<file path="config.mk">
export PLATFORM = sky130hd
export DESIGN_NAME = id_ex_stage
export DESIGN_NICKNAME = d
export VERILOG_FILES = /design/src/rtl/id_ex_stage.sv
export SDC_FILE = /design/constraint.sdc
export NUM_CORES = 1
export LEC_CHECK = 0
export CAP_MARGIN = 20
export CORE_ASPECT_RATIO = 0.5
export CORE_MARGIN = 4
export CORE_UTILIZATION = 45
export CTS_CLUSTER_SIZE = 28
export DETAILED_ROUTE_END_ITERATION = 12
export GPL_ROUTABILITY_DRIVEN = 0
export PLACE_DENSITY_LB_ADDON = 0.3
export SLEW_MARGIN = 10
export SYNTH_ARGS = -nofsm -noshare
export SYNTH_HDL_FRONTEND = slang
export SYNTH_SLANG_ARGS = --single-unit
export TNS_END_PERCENT = 30
</file>
<file path="constraint.sdc">
create_clock -name clk_i -period 5.2 [get_ports clk_i]
set_clock_uncertainty 0.15 [all_clocks]
set_input_delay 0.78 -clock clk_i [delete_from_list [all_inputs] [get_ports clk_i]]
set_output_delay 0.78 -clock clk_i [all_outputs]
set_load 0.02 [all_outputs]
</file>
<file path="src/rtl/id_ex_stage.sv">
// ID/EX pipeline register with load-use hazard detection, bubble insertion
// on stall/flush, and saturating stall/flush event counters.
module id_ex_stage #(
    parameter int CNT_W = 32
) (
    input  logic             clk_i,
    input  logic             rst_i,
    input  logic             valid_i,
    input  logic             flush_i,
    input  logic             hold_i,
    input  logic             RegWrite_i,
    input  logic             MemtoReg_i,
    input  logic             MemRead_i,
    input  logic             MemWrite_i,
    input  logic             ALUSrc_i,
    input  logic [1:0]       ALUOp_i,
    input  logic [31:0]      RS1data_i,
    input  logic [31:0]      RS2data_i,
    input  logic [31:0]      Imm_i,
    input  logic [9:0]       Funct_i,
    input  logic [4:0]       RS1addr_i,
    input  logic [4:0]       RS2addr_i,
    input  logic [4:0]       RDaddr_i,
    output logic             EX_RegWrite_o,
    output logic             EX_MemtoReg_o,
    output logic             EX_MemRead_o,
    output logic             EX_MemWrite_o,
    output logic             EX_ALUSrc_o,
    output logic [1:0]       EX_ALUOp_o,
    output logic [31:0]      EX_RS1data_o,
    output logic [31:0]      EX_RS2data_o,
    output logic [31:0]      EX_Imm_o,
    output logic [9:0]       EX_Funct_o,
    output logic [4:0]       EX_RS1addr_o,
    output logic [4:0]       EX_RS2addr_o,
    output logic [4:0]       EX_RDaddr_o,
    output logic             EX_valid_o,
    output logic             stall_o,
    output logic             load_use_o,
    output logic [CNT_W-1:0] stall_cnt_o,
    output logic [CNT_W-1:0] flush_cnt_o
);

    // All EX fields travel as one packed word; a bubble is simply all zeros.
    localparam int FW = 128;

    logic [FW-1:0]    id_fields;
    logic [FW-1:0]    ex_fields_q, ex_fields_d;
    logic             ex_valid_q, ex_valid_d;
    logic [CNT_W-1:0] stall_cnt_q, stall_cnt_d;
    logic [CNT_W-1:0] flush_cnt_q, flush_cnt_d;
    logic             load_use;
    logic             bubble;

    assign id_fields = {RegWrite_i, MemtoReg_i, MemRead_i, MemWrite_i, ALUSrc_i,
                        ALUOp_i, RS1data_i, RS2data_i, Imm_i, Funct_i,
                        RS1addr_i, RS2addr_i, RDaddr_i};

    assign {EX_RegWrite_o, EX_MemtoReg_o, EX_MemRead_o, EX_MemWrite_o, EX_ALUSrc_o,
            EX_ALUOp_o, EX_RS1data_o, EX_RS2data_o, EX_Imm_o, EX_Funct_o,
            EX_RS1addr_o, EX_RS2addr_o, EX_RDaddr_o} = ex_fields_q;

    assign EX_valid_o  = ex_valid_q;
    assign stall_cnt_o = stall_cnt_q;
    assign flush_cnt_o = flush_cnt_q;
    assign load_use_o  = load_use;
    assign stall_o     = load_use | hold_i;

    // Load-use hazard: uses only registered EX state and current ID inputs,
    // so there is no loop through stall_o. rs2 is always compared.
    always_comb begin
        load_use = valid_i & ex_valid_q & EX_MemRead_o & (EX_RDaddr_o != 5'd0) &
                   ((EX_RDaddr_o == RS1addr_i) | (EX_RDaddr_o == RS2addr_i));
    end

    // Next-state: hold freezes everything; otherwise capture or insert a bubble.
    always_comb begin
        ex_fields_d = ex_fields_q;
        ex_valid_d  = ex_valid_q;
        stall_cnt_d = stall_cnt_q;
        flush_cnt_d = flush_cnt_q;
        bubble      = flush_i | load_use | ~valid_i;
        if (!hold_i) begin
            if (bubble) begin
                ex_fields_d = '0;
                ex_valid_d  = 1'b0;
            end else begin
                ex_fields_d = id_fields;
                ex_valid_d  = 1'b1;
            end
            // Counters saturate at all-ones instead of wrapping.
            if (load_use && (stall_cnt_q != {CNT_W{1'b1}})) begin
                stall_cnt_d = stall_cnt_q + CNT_W'(1);
            end
            if (flush_i && valid_i && (flush_cnt_q != {CNT_W{1'b1}})) begin
                flush_cnt_d = flush_cnt_q + CNT_W'(1);
            end
        end
    end

    // State registers with synchronous reset to an empty (bubble) EX stage.
    always_ff @(posedge clk_i) begin
        if (rst_i) begin
            ex_fields_q <= '0;
            ex_valid_q  <= 1'b0;
            stall_cnt_q <= '0;
            flush_cnt_q <= '0;
        end else begin
            ex_fields_q <= ex_fields_d;
            ex_valid_q  <= ex_valid_d;
            stall_cnt_q <= stall_cnt_d;
            flush_cnt_q <= flush_cnt_d;
        end
    end

endmodule

</file>
==> results, run 1 <==
- The type of element capturing the critical path is an output pin.
- The placement row count is 32.
- Summed over all nets, the switching power comes to 0.000724 W.
- The count of cells resized by post-cts repair is 0.
- The yosys synthesis warning count is 0.
- The area growth from synthesis to layout is 54.2%.
- After synthesis, the most frequently instantiated cells are 193 x dfxtp_1, 128 x a22o_1, 53 x nor2_1.
- The startpoint type of the worst setup path is an input pin.
- The cell area power density is between 200 and 300 nW/um^2.
- Entering global routing, the biggest net connects 70 pins.
- The number of enable-type register cells in the synthesized netlist is 0.
- The layout has 1158 filler cells.
- The buffer count from post-CTS setup fixing is 0.
- The HPWL after detailed placement is 16.5 mm.
- The end of the worst hold path is ex_fields_q[99].
- Once detail routing completed, the nets flagged for antenna violations numbered 0.
- The via count of the first global-routing pass is 6701.
- The max-slew violation count was 0.
- The initial standard-cell utilization of the core is 46.5%.
- For this block, the initial DRC count from the detailed router was 403.
- The relative slew slack is 45.2%.
- Net switching is 23.5% of the power.
- The net count after synthesis is 839.
- The first detailed-routing pass took 5 iterations.
- The worst setup path is of the input pin to output pin kind.
- The timing-limited maximum frequency is 0.263 GHz.
- The arrival time of data at the critical path endpoint is 2.87 ns.
- The worst register-to-register path ends at ex_fields_q[116].
- Measured in cells, the most critical reg-to-reg path has a length of 8.
- The sequential cell area fraction in the yosys report is 53.3%.
- Along the worst hold path, the cell count comes to 1.
- At the later pin of the worst-skew pair, clock insertion delay measures 0.42 ns.
- The delay of the slowest cell on the worst path is 0.65 ns.
- The sequential cell fraction of total power is 49.4%.
- After layout, the worst setup slack is 1.40 ns.
- After layout, the minimum clock period comes to around 3.8 ns.
- The remaining global-route overflow is 0.
- The most prevalent standard cell on the critical path is clkdlybuf4s50_1.
- Each instance of the synthesized netlist takes up on average between 10 and 15 sq um.
- The slew at the pin closest to its max-slew limit is slightly above 0.8 ns.
- The number of endpoints failing setup at the final stage is 0.
- The post-synth design cell area is 7240 sq um.
- For this design the static power due to leakage is 3.94 nW.
- The die footprint is 18300 sq um.
- The detailed-route vias per instance is approximately 5.5.
- The internal portion of the total power is approximately 0.0023 W.
- Counting the buffers created by CTS gives 17.
- Across all layers, the routed design uses 6725 vias.
- In this run the standard cell core region covers about 16000 sq um.
- The total negative setup slack is 0 ns.
- The detailed route wirelength on metal2 is 10.9 mm.
- Yosys attributes the largest share of cell area to dfxtp_1 53%, a22o_1 15%, xnor2_1 4.2%.
- The hold path startpoint is ex_fields_q[99].
- The largest fanout on the critical path is 15.
- The routed design uses 1.47 mm of met3 wire.
- The global-route total usage across every layer is 23.5%.
- The clock input transition at the sequential cells of the worst setup and hold paths is 0.06 ns.
- Dividing the detail-routed wire length by the instance count gives 18.1 um.
- The top metal layer carrying routed signals is met4.
- The final layout contains routed wiring with a total length of 22.3 mm.
- Timing analysis after detailed placement gives a worst setup slack of 1.31 ns.
- Combinational logic is responsible for under 10% of the overall power.
- The net count of the finished layout is approximately 1.1k.
- The area share of the leading cell type in the synthesized netlist is 53.3%.
- For this design, the slowest cell found on the critical path is clkdlybuf4s50_1.
- Setup repair after global routing left no endpoint under its margin.
- The I/O pin count is 328.
- The tree is rooted in a clkbuf_16.
- The path type of the worst min-delay path is register to register.
- The H-tree depth reported by CTS is 4.
- The most instantiated library cell after synthesis is dfxtp_1.
- Of the total power, the clock network draws 41.8%.
- For this run, asynchronously set or reset flops after synthesis account for 0%.
- The signal on the critical path passes through clkdlybuf4s50_1 -> xnor2_1 -> nand3_1 -> o22ai_1 -> buf_4 -> a21o_1 -> clkdlybuf4s50_1.
- Cells with a size suffix above 1 make up 4.77% of the layout.
- The width of the chip is 187 um.
- The register bit total from synthesis is 193.
- The first global-routing pass estimated between 30 and 40 mm of wire.
- The worst-case IR drop observed on VDD is 250 uV.
- The final clock period utilization by the worst path is 73.1%.
- The cell count after synthesis came out at 704.
- Port buffering added 327 buffers.
- The count of cell types in the netlist is 44.
- Among all flip-flop cells after synthesis, the most frequent one is dfxtp_1.
- The sink count of the clock tree is ~190.
- After detailed routing, the wire length on met1 is about 9.3 mm.
- The run finished with clean final reports.
- TritonCTS built the clock tree.
- Across all register-to-register paths, the minimum setup slack is about 1.8 ns.
- The clock passes through at most 2 buffers.
- STA puts the critical path data required time at roughly 4.3 ns.
- The final hold violation count is 0.
- Of all cell types, the one taking the most synthesized area is dfxtp_1.
- The max-capacitance violation count is 0.
- The number of hold buffers added after CTS was 0.
- The number of antenna violations at the first check in global routing is 0.
- For this run, design rule violations remaining after detail routing come to 0.
- The number of antenna cells inserted is 0.
- The reg-to-reg critical path startpoint is ex_fields_q[2].
- The die is 97.7 um tall.
-- critical path: cells and delay by family --
kind / cells / cell delay (ns)
and+or+nand+nor: 1 / 0.10
buffers and inverters: 3 / 1.42
xor gates and xnor gates: 1 / 0.15
AOI/OAI and AO/OA: 2 / 0.43
-- logic make-up after synthesis --
| logic type | count (synthesis) | synth area share (%) |
|---|---|---|
| xor+xnor | 44 | 5.32 |
| simple gates | 225 | 16.6 |
| fa+ha+maj | 2 | 0.345 |
| buf+inv | 51 | 3.96 |
| flops | 193 | 53.3 |
| compound gates | 185 | 19.8 |
| mux | 4 | 0.587 |
-- registers in the layout, indices dropped and copies added, names as in the netlist --
signal	flops
ex_fields_q	128
flush_cnt_o	32
stall_cnt_o	32
EX_valid_o	1
-- layer usage --
layer  vias to the layer above  GRT usage [%]
met1                      3198           27.6
met2                       256           40.7
met4                         0           8.91
met5                         -              0
li1                       3228              -
met3                        43           7.54
-- metrics by stage --
stage	std cells	utilization, %	hold slack (ns)	cell area (sq um)	power [W]
2_1_floorplan	704	-	0.409	7240	0.00165
3_5_place_dp	1198	67.9	0.304	10600	0.00182
5_1_grt	1231	71.7	0.343	11200	0.00318
4_1_cts	1230	71.7	0.327	11200	0.00310
6_report	1231	71.7	0.321	11200	0.00307
3_3_place_gp	1198	67.9	0.305	10600	0.00182
-- worst max-delay path by stage --
stage                             from          endpoint  slack (ns)  depth (start not counted)
final                     RS1addr_i[4]           stall_o        1.40                          7
after global routing      RS1addr_i[4]           stall_o        1.34                          7
after global placement    RS1addr_i[4]  ex_fields_q[110]        1.35                         10
after CTS                 RS1addr_i[4]           stall_o        1.40                          7
after floorplan           RS1addr_i[4]        load_use_o        2.42                          5
after detailed placement  RS2addr_i[4]  ex_fields_q[104]        1.31                         10
-- power groups by stage --
stage | Clock, W | Sequential [W] | Combinational (W)
floorplan | 0 | 0.00158 | 0.0000679
global placement | 0 | 0.00155 | 0.000264
detailed placement | 0 | 0.00155 | 0.000268
CTS | 0.00131 | 0.00152 | 0.000270
global route | 0.00138 | 0.00152 | 0.000283
finish | 0.00129 | 0.00152 | 0.000269
-- layout make-up --
cell class	instances	area [sq um]	area share, %
Clock buffer	18	439	3.93
Timing Repair Buffer	335	3340	29.9
Sequential cell	193	3860	34.6
Clock inverter	14	143	1.28
Tap cell	204	255	2.29
Inverter	7	26.3	0.235
Multi-Input combinational cell	460	3100	27.8
-- cell usage in the layout (no fill, tap or decap), types with 4 or more instances in the layout --
| cell type | n |
|---|---|
| xor2_1 | 9 |
| nor3_1 | 15 |
| nand4_1 | 20 |
| buf_4 | 6 |
| xnor2_1 | 35 |
| and4_1 | 8 |
| or3_1 | 23 |
| a22o_1 | 128 |
| dfxtp_1 | 193 |
| a21oi_1 | 26 |
| o21ai_0 | 22 |
| nor4_1 | 10 |
| or4_1 | 4 |
| clkdlybuf4s50_1 | 326 |
| nand3_1 | 27 |
| clkbuf_16 | 17 |
| and3_1 | 6 |
| nor2_1 | 53 |
| inv_6 | 5 |
| inv_1 | 7 |
| nand2_1 | 37 |
| and2_1 | 6 |
Power figures use the tool's default switching activity.
==> run 2, diff against run 1 <==
--- a/config.mk
+++ b/config.mk
@@ -8,7 +8,7 @@
 export CAP_MARGIN = 20
 export CORE_ASPECT_RATIO = 0.5
 export CORE_MARGIN = 4
-export CORE_UTILIZATION = 45
+export CORE_UTILIZATION = 38
 export CTS_CLUSTER_SIZE = 28
 export DETAILED_ROUTE_END_ITERATION = 12
 export GPL_ROUTABILITY_DRIVEN = 0
==> constraint.sdc (replaced) <==
create_clock -name clk_i -period 3.2 [get_ports clk_i]
set_clock_uncertainty 0.15 [all_clocks]
set_input_delay 0.48 -clock clk_i [delete_from_list [all_inputs] [get_ports clk_i]]
set_output_delay 0.48 -clock clk_i [all_outputs]
set_load 0.02 [all_outputs]
==> results, run 2 (synthesis gave the netlist of run 1 again) <==
- The max-slew violation count came to 0 (unchanged).
- Setup repair after global routing missed its margin: false (unchanged).
- The clock tree root buffer cell is clkbuf_16 (unchanged).
- The initial standard-cell utilization of the core is 39.0% (was 46.5%).
- The flop-to-flop setup slack is 0.57 ns (was 1.83 ns).
- The number of antenna violations at the first check in global routing came to 1 (was 0).
- The clock input transition at the sequential cells of the worst setup and hold paths was 0.07 ns (was 0.06 ns).
- The iteration-0 DRC count of the detailed router came to 399 (was 403).
- The reg-to-reg critical path startpoint is ex_fields_q[1] (was ex_fields_q[2]).
- The port buffer count is 327 (unchanged).
- The final clock period utilization by the worst path is 96.0%.
- The vias after detailed routing is 6677 (was 6725).
- The power share of the clock group is 43.5% (was 41.8%).
- The switching share of power is 22.3% (was 23.5%).
- The width of the chip is 203 um (was 187 um).
- The internal power consumption was 0.00401 W (was 0.00235 W).
- The hold path startpoint is rst_i (was ex_fields_q[99]).
- The later-pin clock latency in the skew report is 0.42 ns (about the same).
- The post-route cell area is 11400 sq um (was 11200 sq um).
- The final hold violation count came to 0 (unchanged).
- The sequential cell fraction of total power was 47.8% (was 49.4%).
- The total of hold buffers inserted after clock tree synthesis is 0 (unchanged).
- The first-pass iteration count of the detailed router came to 5 (unchanged).
- The kind of cell adding the most delay to the critical path is simple AND/OR/NAND/NOR gates (was buffers and inverters).
- The H-tree depth reported by CTS is 4 (unchanged).
- The number of buffers created by CTS is 17 (unchanged).
- The number of endpoints failing setup at the final stage is 0 (unchanged).
- The buffer count from post-CTS setup fixing is 0 (unchanged).
- The net count of the finished layout is 1157 (was 1149).
- The type of element capturing the critical path is an output pin (unchanged).
- The total buffers and inverters traversed by the critical path is 1 (was 3).
- The cell with the largest stage delay on the worst path was or4_1 (was clkdlybuf4s50_1).
- The number of antenna cells inserted came to 0 (unchanged).
- The sink count of the clock tree is 193 (unchanged).
- The largest fanout on the critical path is 5 (was 15).
- The maximum ir drop on the vdd rail came to 345 uV (was 250 uV).
- The count of cells resized by post-cts repair is 0 (unchanged).
- The critical path start-end classification is register to output pin (was input pin to output pin).
- The worst path required time was 2.57 ns (was 4.27 ns).
- The CTS tree is built (unchanged).
- Most frequent cells in the layout: 326 x clkdlybuf4s50_1, 193 x dfxtp_1, 128 x a22o_1 (unchanged).
- The area added between synthesis and finish is 57.0% (was 54.2%).
- The combinational group share of total power is 8.7% (about the same).
- The worst slack after detailed placement was 0.231 ns (was 1.31 ns).
- The detailed-route vias per instance was 5.17 (was 5.46).
- The DRC violation count after routing was 0 (unchanged).
- The number of flip-flops under the largest register name is 128 (unchanged).
- The maximum root-to-sink buffer count is 2 (unchanged).
- The relative slew slack is 52.6% (was 45.2%).
- The wire length of the first global-routing pass was 36.4 mm (was 35.2 mm).
- The cell area after placement is 10800 sq um (was 10600 sq um).
- The path type of the worst min-delay path is input pin to register (was register to register).
- The mean routed wirelength per cell is 18.1 um (about the same).
- The startpoint type of the worst setup path is a register (was input pin).
- The cell area power density came to 454 nW/um^2 (was 275 nW/um^2).
- The global-route total usage across every layer is 20.9% (was 23.5%).
- The remaining global-route overflow came to 0 (unchanged).
- The largest net degree at the start of global routing was 112 (was 70).
- The fraction of final layout cells sized beyond drive strength 1 is 5.33% (was 4.77%).
- The most prevalent standard cell on the critical path is nor2_1 (was clkdlybuf4s50_1).
- The I/O pin count is 328 (unchanged).
- The launching element of the worst setup path is ex_fields_q[1] (was RS1addr_i[4]).
- The die height is 106 um (was 97.7 um).
- The core footprint was 18600 sq um (was 15600 sq um).
- The end of the worst hold path is EX_valid_o (was ex_fields_q[99]).
- The total negative setup slack came to 0 ns (unchanged).
- The clock period could shrink to 3.07 ns.
- Status: finished clean (unchanged).
- The number of nets still failing antenna checks after routing is 0 (unchanged).
- The final worst-path setup slack is 0.127 ns (was 1.40 ns).
- The die footprint is 21500 sq um (was 18300 sq um).
- The delay of the slowest cell on the worst path is 0.59 ns (was 0.65 ns).
- The via count of the first global-routing pass is 6570 (was 6701).
- The max-capacitance violation count is 0 (unchanged).
- The standby leakage power is 3.99 nW (was 3.94 nW).
- Crit path cell chain: or4_1 -> nor2_1 -> nor2_1 -> a21o_1 -> clkdlybuf4s50_1 (was clkdlybuf4s50_1 -> xnor2_1 -> nand3_1 -> o22ai_1 -> buf_4 -> a21o_1 -> clkdlybuf4s50_1).
- The placed wire-length estimate is 17.2 mm (was 16.5 mm).
- The placement row count is 35 (was 32).
- The slew at the pin closest to its max-slew limit is 0.711 ns (was 0.820 ns).
- The most common cell after layout, fill and taps aside is clkdlybuf4s50_1 (unchanged).
- The arrival time of data at the critical path endpoint is 2.44 ns (was 2.87 ns).
- The worst hold path stage count came to 2 (was 1).
- The reg-to-reg endpoint is ex_fields_q[57] (was ex_fields_q[116]).
- The aggregate routed wire length is 23.4 mm (was 22.3 mm).
- The timing-limited maximum frequency is ~0.33 GHz.
- The largest register by flop count is ex_fields_q (unchanged).
- The net switching component of the power is 0.00115 W (was 0.000724 W).
- The depth of the worst register-to-register path was 7 (was 8).
run 2: final cells by class:
type	instances	area [sq um]
timing repair buffer	343	3440
multi-input combinational	460	3110
clock inverter	12	185
sequential	193	3860
tap	259	324
clock buffer	17	425
inverter	7	26.3
fill	1604	7200
run 2: power groups by stage:
| stage | Sequential (W) | Combinational [W] | Clock [W] |
|---|---|---|---|
| 6_report | 0.00247 | 0.000449 | 0.00224 |
| 5_1_grt | 0.00247 | 0.000474 | 0.00240 |
| 4_1_cts | 0.00247 | 0.000452 | 0.00229 |
| 3_5_place_dp | 0.00252 | 0.000449 | 0 |
| 3_3_place_gp | 0.00252 | 0.000442 | 0 |
| 2_1_floorplan | 0.00257 | 0.000110 | 0 |
run 2: worst max path at each step:
stage                          end  cells past startpoint
floorplan           ex_fields_q[0]                      8
global placement           stall_o                      6
global route               stall_o                      5
CTS                        stall_o                      5
detailed placement         stall_o                      6
finish                     stall_o                      5
run 2: per-stage QoR:
stage / power [W] / hold WS [ns] / util (%) / std cells
after global routing: 0.00534 / 0.191 / 61.2 / 1291
after floorplan: 0.00268 / 0.409 / - / 704
after CTS: 0.00521 / 0.172 / 61.2 / 1291
after global placement: 0.00296 / 0.305 / 57.9 / 1262
after detailed placement: 0.00297 / 0.304 / 57.9 / 1262
final: 0.00516 / 0.195 / 61.2 / 1291
run 2: worst reg2reg max path: stages (launching register included):
cell and delay, ns:
dfxtp_1 0.40, or4_1 0.59, nor2_1 0.15, nor2_1 0.10, a21o_1 0.23, nor4_4 0.22, buf_12 0.44, a22o_1 0.31
run 2: per-layer routing:
metal,vias to the layer above,wire length [um],track usage (%)
met5,-,13,0
met1,3183,9770,26.1
li1,3242,-,-
met2,212,11700,36.0
met3,38,1360,4.80
met4,2,553,6.54
==> run 3, diff against run 2 <==
--- a/config.mk
+++ b/config.mk
@@ -12,8 +12,8 @@
 export CTS_CLUSTER_SIZE = 28
 export DETAILED_ROUTE_END_ITERATION = 12
 export GPL_ROUTABILITY_DRIVEN = 0
+export GPL_TIMING_DRIVEN = 0
 export PLACE_DENSITY_LB_ADDON = 0.3
-export SLEW_MARGIN = 10
 export SYNTH_ARGS = -nofsm -noshare
 export SYNTH_HDL_FRONTEND = slang
 export SYNTH_SLANG_ARGS = --single-unit
==> results, run 3 (synthesis gave the netlist of run 1 again) <==
- The slew at the pin closest to its max-slew limit was 0.787 ns (was 0.711 ns).
- The launching element of the worst setup path is RS2addr_i[4] (was ex_fields_q[1]).
- The sink count of the clock tree is 193 (unchanged).
- The type of element capturing the critical path is an output pin (unchanged).
- The detailed-route vias per instance came to 5.16 (was 5.17).
- The number of placed cells counting well taps came to 1289 (was 1262).
- The core footprint was 18600 sq um (unchanged).
- The hold path startpoint was hold_i (was rst_i).
- The number of antenna violations at the first check in global routing is 0 (was 1).
- The routing usage on met2 was 36.0% (about the same).
- Setup repair after global routing missed its margin: false (unchanged).
- The final hold violation count came to 0 (unchanged).
- The number of inserted filler cells in the final layout came to 1540 (was 1604).
- The vias after detailed routing is 6817 (was 6677).
- The fraction of final layout cells sized beyond drive strength 1 came to 5.37% (was 5.33%).
- The CTS tree is built (unchanged).
- The number of antenna cells inserted is 0 (unchanged).
- Status: finished clean (unchanged).
- The largest register by flop count is ex_fields_q (unchanged).
- The standby leakage power is 4.02 nW (was 3.99 nW).
- The total negative setup slack came to 0 ns (unchanged).
- The via count of the first global-routing pass came to 6649 (was 6570).
- The path type of the worst min-delay path is input pin to register (unchanged).
- The number of buffers created by CTS was 17 (unchanged).
- The time the worst path needs with I/O delays and setup is 3.11 ns (was 3.07 ns).
- The arrival time of data at the critical path endpoint is 2.48 ns (was 2.44 ns).
- The worst slack on hold paths is 0.280 ns (was 0.195 ns).
- The placed wire-length estimate is 18.2 mm (was 17.2 mm).
- The remaining global-route overflow is 0 (unchanged).
- The later-pin clock latency in the skew report came to 0.42 ns (about the same).
- The I/O pin count came to 328 (unchanged).
- The maximum ir drop on the vdd rail came to 351 uV (was 345 uV).
- The first-pass iteration count of the detailed router is 5 (unchanged).
- Most frequent cells in the layout: 325 x clkdlybuf4s50_1, 193 x dfxtp_1, 128 x a22o_1 (was 326 x clkdlybuf4s50_1, 193 x dfxtp_1, 128 x a22o_1).
- The number of nets still failing antenna checks after routing was 0 (unchanged).
- The routing usage on met1 is 26.8% (was 26.1%).
- The clock tree root buffer cell is clkbuf_16 (unchanged).
- The largest net degree at the start of global routing is 17 (was 112).
- The iteration-0 DRC count of the detailed router is 380 (was 399).
- The worst path required time is 2.57 ns (about the same).
- The largest fanout on the critical path was 6 (was 5).
- The most common cell after layout, fill and taps aside is clkdlybuf4s50_1 (unchanged).
- The maximum root-to-sink buffer count is 2 (unchanged).
- The startpoint type of the worst setup path is an input pin (was register).
- The net count of the finished layout is 1184 (was 1157).
- The critical path start-end classification is input pin to output pin (was register to output pin).
- The placement row count came to 35 (unchanged).
- The cell area power density is 443 nW/um^2 (was 454 nW/um^2).
- The initial standard-cell utilization of the core is 39.0% (unchanged).
- The reg-to-reg critical path startpoint is stall_cnt_o[14] (was ex_fields_q[1]).
- The clock input transition at the sequential cells of the worst setup and hold paths is 0.07 ns (about the same).
- The non-filler instance count after layout is 1320 (was 1291).
- The wire length of the first global-routing pass is 36.6 mm (was 36.4 mm).
- The number of flip-flops under the largest register name is 128 (unchanged).
- The area added between synthesis and finish came to 57.6% (was 57.0%).
- The die footprint came to 21500 sq um (unchanged).
- The overall power came to 0.00505 W (was 0.00516 W).
- The aggregate routed wire length is 23.8 mm (was 23.4 mm).
- The layer with the highest usage is met2 (unchanged).
- The max-capacitance violation count is 0 (unchanged).
- The max-slew violation count is 0 (unchanged).
- The width of the chip is 203 um (unchanged).
- The final clock period utilization by the worst path is 97.2% (was 96.0%).
- The DRC violation count after routing was 0 (unchanged).
- The global-route track usage on met3 was 5.29% (was 4.80%).
- The global-route total usage across every layer is 21.3% (was 20.9%).
- The port buffer count is 326 (was 327).
- The mean routed wirelength per cell came to 18.0 um (was 18.1 um).
- The timing-limited maximum frequency is 0.322 GHz (was 0.325 GHz).
- The die height was 106 um (unchanged).
- The H-tree depth reported by CTS was 4 (unchanged).
- The number of endpoints failing setup at the final stage is 0 (unchanged).
- The relative slew slack was 47.4% (was 52.6%).
-- run 3: final timing paths --
path,end,slack [ns],cells after the start
max reg2reg,stall_cnt_o[1],0.63,7
min reg2reg,ex_fields_q[104],0.32,1
max,stall_o,0.09,6
min,EX_valid_o,0.28,3
-- run 3: timing repair --
item	4_1_cts	5_1_grt
setup buffers	0	0
hold buffers	0	0
endpoints found under the setup margin	2	0
resized for setup	4	0
-- run 3: stage by stage --
stage / instance area [sq um] / util (%) / worst slack, ns
5_1_grt: 11400 / 61.5 / 0.00512
3_5_place_dp: 10800 / 58.3 / -0.379
6_report: 11400 / 61.5 / 0.0900
4_1_cts: 11400 / 61.5 / 0.122
3_3_place_gp: 10800 / 58.3 / -0.390
2_1_floorplan: 7240 / - / 0.912
-- run 3: power breakdown --
part | total [W] | switching (W) | internal [W]
clock network | 0.00213 | 0.000958 | 0.00118
registers | 0.00247 | 0.0000268 | 0.00244
logic | 0.000452 | 0.000188 | 0.000263
total | 0.00505 | 0.00117 | 0.00388
-- run 3: cell type report --
type	instances	area, sq um	area share (%)
repair buffers	326	3260	28.6
inverters	7	26.3	0.230
well taps	259	324	2.84
clock inverters	12	135	1.18
multi-input cells	460	3100	27.1
clock buffers	19	443	3.88
plain buffers	44	264	2.31
flip-flops and latches	193	3860	33.8
-- run 3: layer usage --
metal,up-vias,part of all wire [%],wire (um)
li1,3307,-,-
met3,32,5.9,1410
met5,-,0,0
met2,211,49,11700
met4,0,2.1,490
met1,3267,43,10200
-- run 3: worst max-delay path, cell delays in order --
cell	delay [ns]
clkdlybuf4s50_1	0.58
xnor2_1	0.15
nand3_1	0.11
o22ai_2	0.26
a21o_1	0.22
clkdlybuf4s50_1	0.68
